### src/rtl/core_db_ecc_dec.sv
// Hamming SEC decoder with a 1-deep valid/ready output register and saturating error counters.
// Define CORE_DB_SECDED_EN to add an overall even-parity bit (SECDED decoding).
`timescale 1ns/1ps

module core_db_ecc_dec #(
  parameter int DATA_W = 4,
  parameter int CNT_W  = 16,
  localparam int P = (DATA_W <= 4)  ? 3 :
                     (DATA_W <= 11) ? 4 :
                     (DATA_W <= 26) ? 5 :
                     (DATA_W <= 57) ? 6 : 7,
  localparam int N = DATA_W + P,
`ifdef CORE_DB_SECDED_EN
  localparam int CODE_W = N + 1
`else
  localparam int CODE_W = N
`endif
) (
  input  logic              clk,
  input  logic              rst_n,
  input  logic              in_valid,
  output logic              in_ready,
  input  logic [CODE_W-1:0] in_code,
  output logic              out_valid,
  input  logic              out_ready,
  output logic [DATA_W-1:0] out_data,
  output logic [P-1:0]      out_syndrome,
  output logic              out_sec,
  output logic              out_ded,
  input  logic              cnt_clr,
  output logic [CNT_W-1:0]  sec_cnt,
  output logic [CNT_W-1:0]  ded_cnt
);

  // Syndrome is the XOR of the indices of every set code position.
  function automatic logic [P-1:0] calc_syn(input logic [N-1:0] c);
    logic [P-1:0] s;
    logic [N-1:0] t;
    s = '0;
    for (int i = 1; i <= N; i++) begin
      t = c >> (i - 1);
      if (t[0]) s = s ^ i[P-1:0];
    end
    return s;
  endfunction

  // Payload bits occupy the non-power-of-two positions, LSB at the lowest position.
  function automatic logic [DATA_W-1:0] extract(input logic [N-1:0] c);
    logic [DATA_W-1:0] d;
    logic [N-1:0]      t;
    d = '0;
    for (int i = 1; i <= N; i++) begin
      t = c >> (i - 1);
      if ((i & (i - 1)) != 0) d = {t[0], d[DATA_W-1:1]};
    end
    return d;
  endfunction

  function automatic logic [CNT_W-1:0] sat_inc(input logic [CNT_W-1:0] c);
    return (&c) ? c : c + {{(CNT_W-1){1'b0}}, 1'b1};
  endfunction

  logic              accept;
  logic [N-1:0]      word_p0;
  logic [N-1:0]      fix_p0;
  logic [P-1:0]      syn_p0;
  logic              in_range_p0;
  logic              sec_p0;
  logic              ded_p0;
  logic [DATA_W-1:0] data_p0;

  logic              vld_p1;
  logic [DATA_W-1:0] data_p1;
  logic [P-1:0]      syn_p1;
  logic              sec_p1;
  logic              ded_p1;
  logic [CNT_W-1:0]  sec_cnt_p1;
  logic [CNT_W-1:0]  ded_cnt_p1;

  assign in_ready = !vld_p1 || out_ready;
  assign accept   = in_valid && in_ready;

  // Stage p0: combinational decode of the incoming codeword
  assign word_p0     = in_code[N-1:0];
  assign syn_p0      = calc_syn(word_p0);
  assign in_range_p0 = (syn_p0 != '0) && (int'(syn_p0) <= N);

  always_comb begin
    fix_p0 = word_p0;
    sec_p0 = 1'b0;
    ded_p0 = 1'b0;
`ifdef CORE_DB_SECDED_EN
    if (syn_p0 == '0) begin
      // Only the overall parity bit itself can be wrong here.
      sec_p0 = ^in_code;
    end else if ((^in_code) && in_range_p0) begin
      fix_p0 = word_p0 ^ ({{(N-1){1'b0}}, 1'b1} << (syn_p0 - 1'b1));
      sec_p0 = 1'b1;
    end else begin
      ded_p0 = 1'b1;
    end
`else
    if (syn_p0 != '0) begin
      if (in_range_p0) begin
        fix_p0 = word_p0 ^ ({{(N-1){1'b0}}, 1'b1} << (syn_p0 - 1'b1));
        sec_p0 = 1'b1;
      end else begin
        ded_p0 = 1'b1;
      end
    end
`endif
    data_p0 = extract(fix_p0);
  end

  // Stage p1: output holding register
  always_ff @(posedge clk or negedge rst_n) begin
    if (!rst_n) begin
      vld_p1  <= 1'b0;
      data_p1 <= '0;
      syn_p1  <= '0;
      sec_p1  <= 1'b0;
      ded_p1  <= 1'b0;
    end else if (accept) begin
      vld_p1  <= 1'b1;
      data_p1 <= data_p0;
      syn_p1  <= syn_p0;
      sec_p1  <= sec_p0;
      ded_p1  <= ded_p0;
    end else if (out_ready) begin
      vld_p1  <= 1'b0;
    end
  end

  always_ff @(posedge clk or negedge rst_n) begin
    if (!rst_n) begin
      sec_cnt_p1 <= '0;
      ded_cnt_p1 <= '0;
    end else if (cnt_clr) begin
      sec_cnt_p1 <= '0;
      ded_cnt_p1 <= '0;
    end else if (accept) begin
      if (sec_p0) sec_cnt_p1 <= sat_inc(sec_cnt_p1);
      if (ded_p0) ded_cnt_p1 <= sat_inc(ded_cnt_p1);
    end
  end

  assign out_valid    = vld_p1;
  assign out_data     = data_p1;
  assign out_syndrome = syn_p1;
  assign out_sec      = sec_p1;
  assign out_ded      = ded_p1;
  assign sec_cnt      = sec_cnt_p1;
  assign ded_cnt      = ded_cnt_p1;

endmodule
### config.mk
export PLATFORM = sky130hd
export DESIGN_NAME = core_db_ecc_dec
export DESIGN_NICKNAME = d
export VERILOG_FILES = /design/src/rtl/core_db_ecc_dec.sv
export SDC_FILE = /design/constraint.sdc
export NUM_CORES = 1
export LEC_CHECK = 0
export CORE_UTILIZATION = 48
export CTS_CLUSTER_DIAMETER = 120
export DETAILED_ROUTE_END_ITERATION = 16
export GPL_TIMING_DRIVEN = 0
export PLACE_DENSITY = 0.86
export SYNTH_ARGS = -nofsm -noshare
export SYNTH_HDL_FRONTEND = slang
export SYNTH_SLANG_ARGS = --single-unit
export TNS_END_PERCENT = 20
### constraint.sdc
create_clock -name clk -period 5.6 [get_ports clk]
set_clock_uncertainty 0.2 [all_clocks]
set_input_delay 1.12 -clock clk [delete_from_list [all_inputs] [get_ports clk]]
set_output_delay 1.12 -clock clk [all_outputs]
set_load 0.03 [all_outputs]
==> results.toml <==
[outcome]
run_status = "finished clean"

[drt]
drt_iter0_markers = 12
drt-total-wl_um = 2930
remaining_drc_errors = 0
detail-route-antenna-nets = 0
post_drt_via_cell_ratio = 4.80
vias_post_dr = 1234
dr.pass1.iters = 4
avgRoutedWirePerCell_um = 11.4

[pwr]
leakage_uw = 0.000944
vdd_ir_drop_max_uv = 135
fin_total_pwr_uw = 454
cellPowerDensity_nw_per_um2 = 220

[floorplanning]
fp.coreArea_um2 = 3050
number_of_placement_rows = 20
floorplan.initialDensity = 0.509
die_area_um2 = 3470
die_h_um = 58.9
floorplan.die.width_um = 58.9
num_io_pins = 55

[final_layout]
antenna-diode-count = 0
nFillCells = 264
area.sequential_um2 = 626
layout-drive-gt1-share = 0.146
final_nets = 228
multi_input_gate_area_um2 = 841
area_delta_synth_final_pct = 33.0
final_util = 0.677

[global_route]
globalRouteTotalUtil = 0.187
met2_usage = 0.279
gr-max-usage-layer = "met2"
grt_start_max_net_pins = 26
grt_antenna_before_repair = 0
vias_in_the_first_global_route = 1094
met1_usage = 0.264
met3_global_route_usage = 0.0264
overflow = 0
wire_length_of_the_first_global_routing_pass_um = 4930

[clock_network]
clock-root-buffer = "clkbuf_4"
clock_sink_count = 25
clk_latency_ns = 0.31
clk_pin_slew_ns = 0.14
clock_tree.buffer_depth = 2
cts.repair_timing.setup_buffer_count = 0
holdBufCountCts = 0
cts-resized-gates = 0
cts_max_level = 1
cts-buffers-inserted = 3
cts_tree = "yes"

[critical_path]
worstRegToRegCells = 6
critPathLaunch = "out_ready"
critPathCaptureType = "primary output"
cpMaxStageDelayCell = "clkdlybuf4s50_1"
crit_top_cell = "clkdlybuf4s50_1"
worstSetupPathType = "input port to primary output"
worstPathRequired_ns = 4.28
timing.reg2reg.setup_slack_ns = 3.33
worst-endpoint-arrival_ns = 2.50
critical_path.cell_chain = "clkdlybuf4s50_1 > nand2b_1 > clkdlybuf4s50_1"
r2r_end = "sec_cnt[3]"
timing.critical_path.from_type = "input port"
path_max_fanout = 5
regToRegStartpoint = "sec_cnt[0]"
cp-endpoint = "in_ready"
timing.critical_path.slowest_cell_delay_ns = 0.71

[timing]
finalHoldViolations = 0
slew_viol_final = 0
final-setup-viol-count = 0
timing.final.crit_share = 0.681
tns_setup_ns = 0
worst_slew_margin = 0.285
final.min_clock_period_ns = 3.82
rsz0062_at_grt = "no"
finalHoldWorstSlack_ns = 0.306
fmax_mhz = 262
timing.final.ws_setup_ns = 1.78
worst_pin_slew_ns = 1.07

[synth]
synth.mux.area_fraction = 0.0790
synth_adder_area_share = 0.0161
synth-warning-count = 0
synthDominantCellAreaShare = 0.403
yosysTopAreaCell = "dfrtp_1"
synth.ff_latch_count = 25
largest_family_of_logic_cells_by_synthesized_area = "simple AND/OR/NAND/NOR gates"
synth_simple_gate_area_frac = 0.247
synthesis.instances = 156
synth-seq-area-share = 0.403
yosys-top-cells-area = "dfrtp_1 40%, buf_4 8.2%, xnor2_1 5.6%"
synth_compound_gate_area_share = 0.0629
postSynthAreaPerCell_um2 = 9.95
netlist_cell_types = 37
synthXorXnorAreaFrac = 0.0959
syn-cell-area_um2 = 1550

[placement]
place_hpwl_um = 2230
gp_congestion = 0.789
post-place-ws_ns = 1.52
count_of_input_and_output_buffers = 37

[hold_path]
hp-class = "register to register"

[job]
cap_viol_max_count = 0
[sequential cells by signal, indices dropped and copies added (netlist names)]
register,flops
out_syndrome,3
out_data,4
out_sec,1
out_valid,1
sec_cnt,16
[worst min-delay path by stage]
stage,slack [ns],endpoint,cells past startpoint,startpoint
after global placement,0.27,out_sec,2,out_sec
after floorplan,0.45,out_sec,2,out_sec
final,0.31,out_data[3],2,out_data[3]
after CTS,0.31,out_syndrome[2],2,out_syndrome[2]
after global routing,0.35,out_syndrome[0],1,out_syndrome[0]
after detailed placement,0.28,out_syndrome[2],2,out_syndrome[2]
[logic make-up (layout without fill, tap and decap cells)]
logic type / Yosys count / count (layout)
buffers and inverters: 22 / 63
other: 1 / 17
AOI/OAI and AO/OA: 13 / 13
adders and majority gates: 2 / 2
xor gates and xnor gates: 17 / 17
and+or+nand+nor: 65 / 65
DFF: 25 / 25
muxes: 11 / 11
[through the flow]
| stage | area (um^2) | instances |
|---|---|---|
| final | 2070 | 257 |
| after global routing | 2070 | 257 |
| after CTS | 2070 | 257 |
| after detailed placement | 2040 | 253 |
| after global placement | 2040 | 253 |
| after floorplan | 1610 | 172 |
[worst max-delay path: cells and delay by family]
family	cells	cell delay (ns)
buffers and inverters	2	1.16
AND/OR/NAND/NOR	1	0.22
[cell usage after synthesis, drive strengths merged]
| master | count |
|---|---|
| a21oi | 3 |
| nor2 | 18 |
| nand3 | 8 |
| nand2 | 12 |
| inv | 2 |
| nor3 | 2 |
| mux2 | 7 |
| a211oi | 1 |
| and3 | 3 |
| o2111a | 1 |
| nor4b | 1 |
| conb | 1 |
| nand4b | 1 |
| dfrtp | 25 |
| nor2b | 5 |
| clkbuf | 3 |
| mux2i | 4 |
| and4 | 2 |
| ha | 2 |
| a2111oi | 1 |
| xnor2 | 10 |
| nand2b | 1 |
| buf | 17 |
| a21bo | 1 |
| nand4 | 8 |
| nand3b | 3 |
| o21ai | 6 |
| xor2 | 7 |
| nor3b | 1 |
[routing by layer]
layer,part of all wire,up-vias
li1,-,622
met1,0.46,565
met2,0.47,41
met3,0.049,6
met4,0.016,0
met5,0,-
[cells in the final DEF (no fill, tap or decap), types with 4 or more instances in the layout]
cell type,netlist,final
mux2_1,5,5
dfrtp_1,25,25
nand4_1,7,7
buf_4,17,17
clkdlybuf4s50_1,0,37
o21ai_1,5,5
nor2b_1,5,5
nand3_1,8,8
xor2_1,7,7
xnor2_1,10,10
nor2_1,18,18
mux2i_1,4,4
conb_1,1,17
nand2_1,12,12
[area by class of cell]
| type | instances | share of cell area |
|---|---|---|
| clock inverters | 1 | 0.00242 |
| flip-flops and latches | 25 | 0.303 |
| well taps | 44 | 0.0267 |
| multi-input cells | 125 | 0.407 |
| clock buffers | 3 | 0.0109 |
| plain buffers | 20 | 0.0672 |
| inverters | 2 | 0.00363 |
| repair buffers | 37 | 0.179 |
[power breakdown]
| group | total, uW | internal [uW] | switching [uW] |
|---|---|---|---|
| sequential | 208 | 197 | 11.4 |
| clock | 80.7 | 26.7 | 54.0 |
| combinational | 165 | 68.4 | 96.9 |
| total | 454 | 292 | 162 |
(Power assumes the default switching activity.)
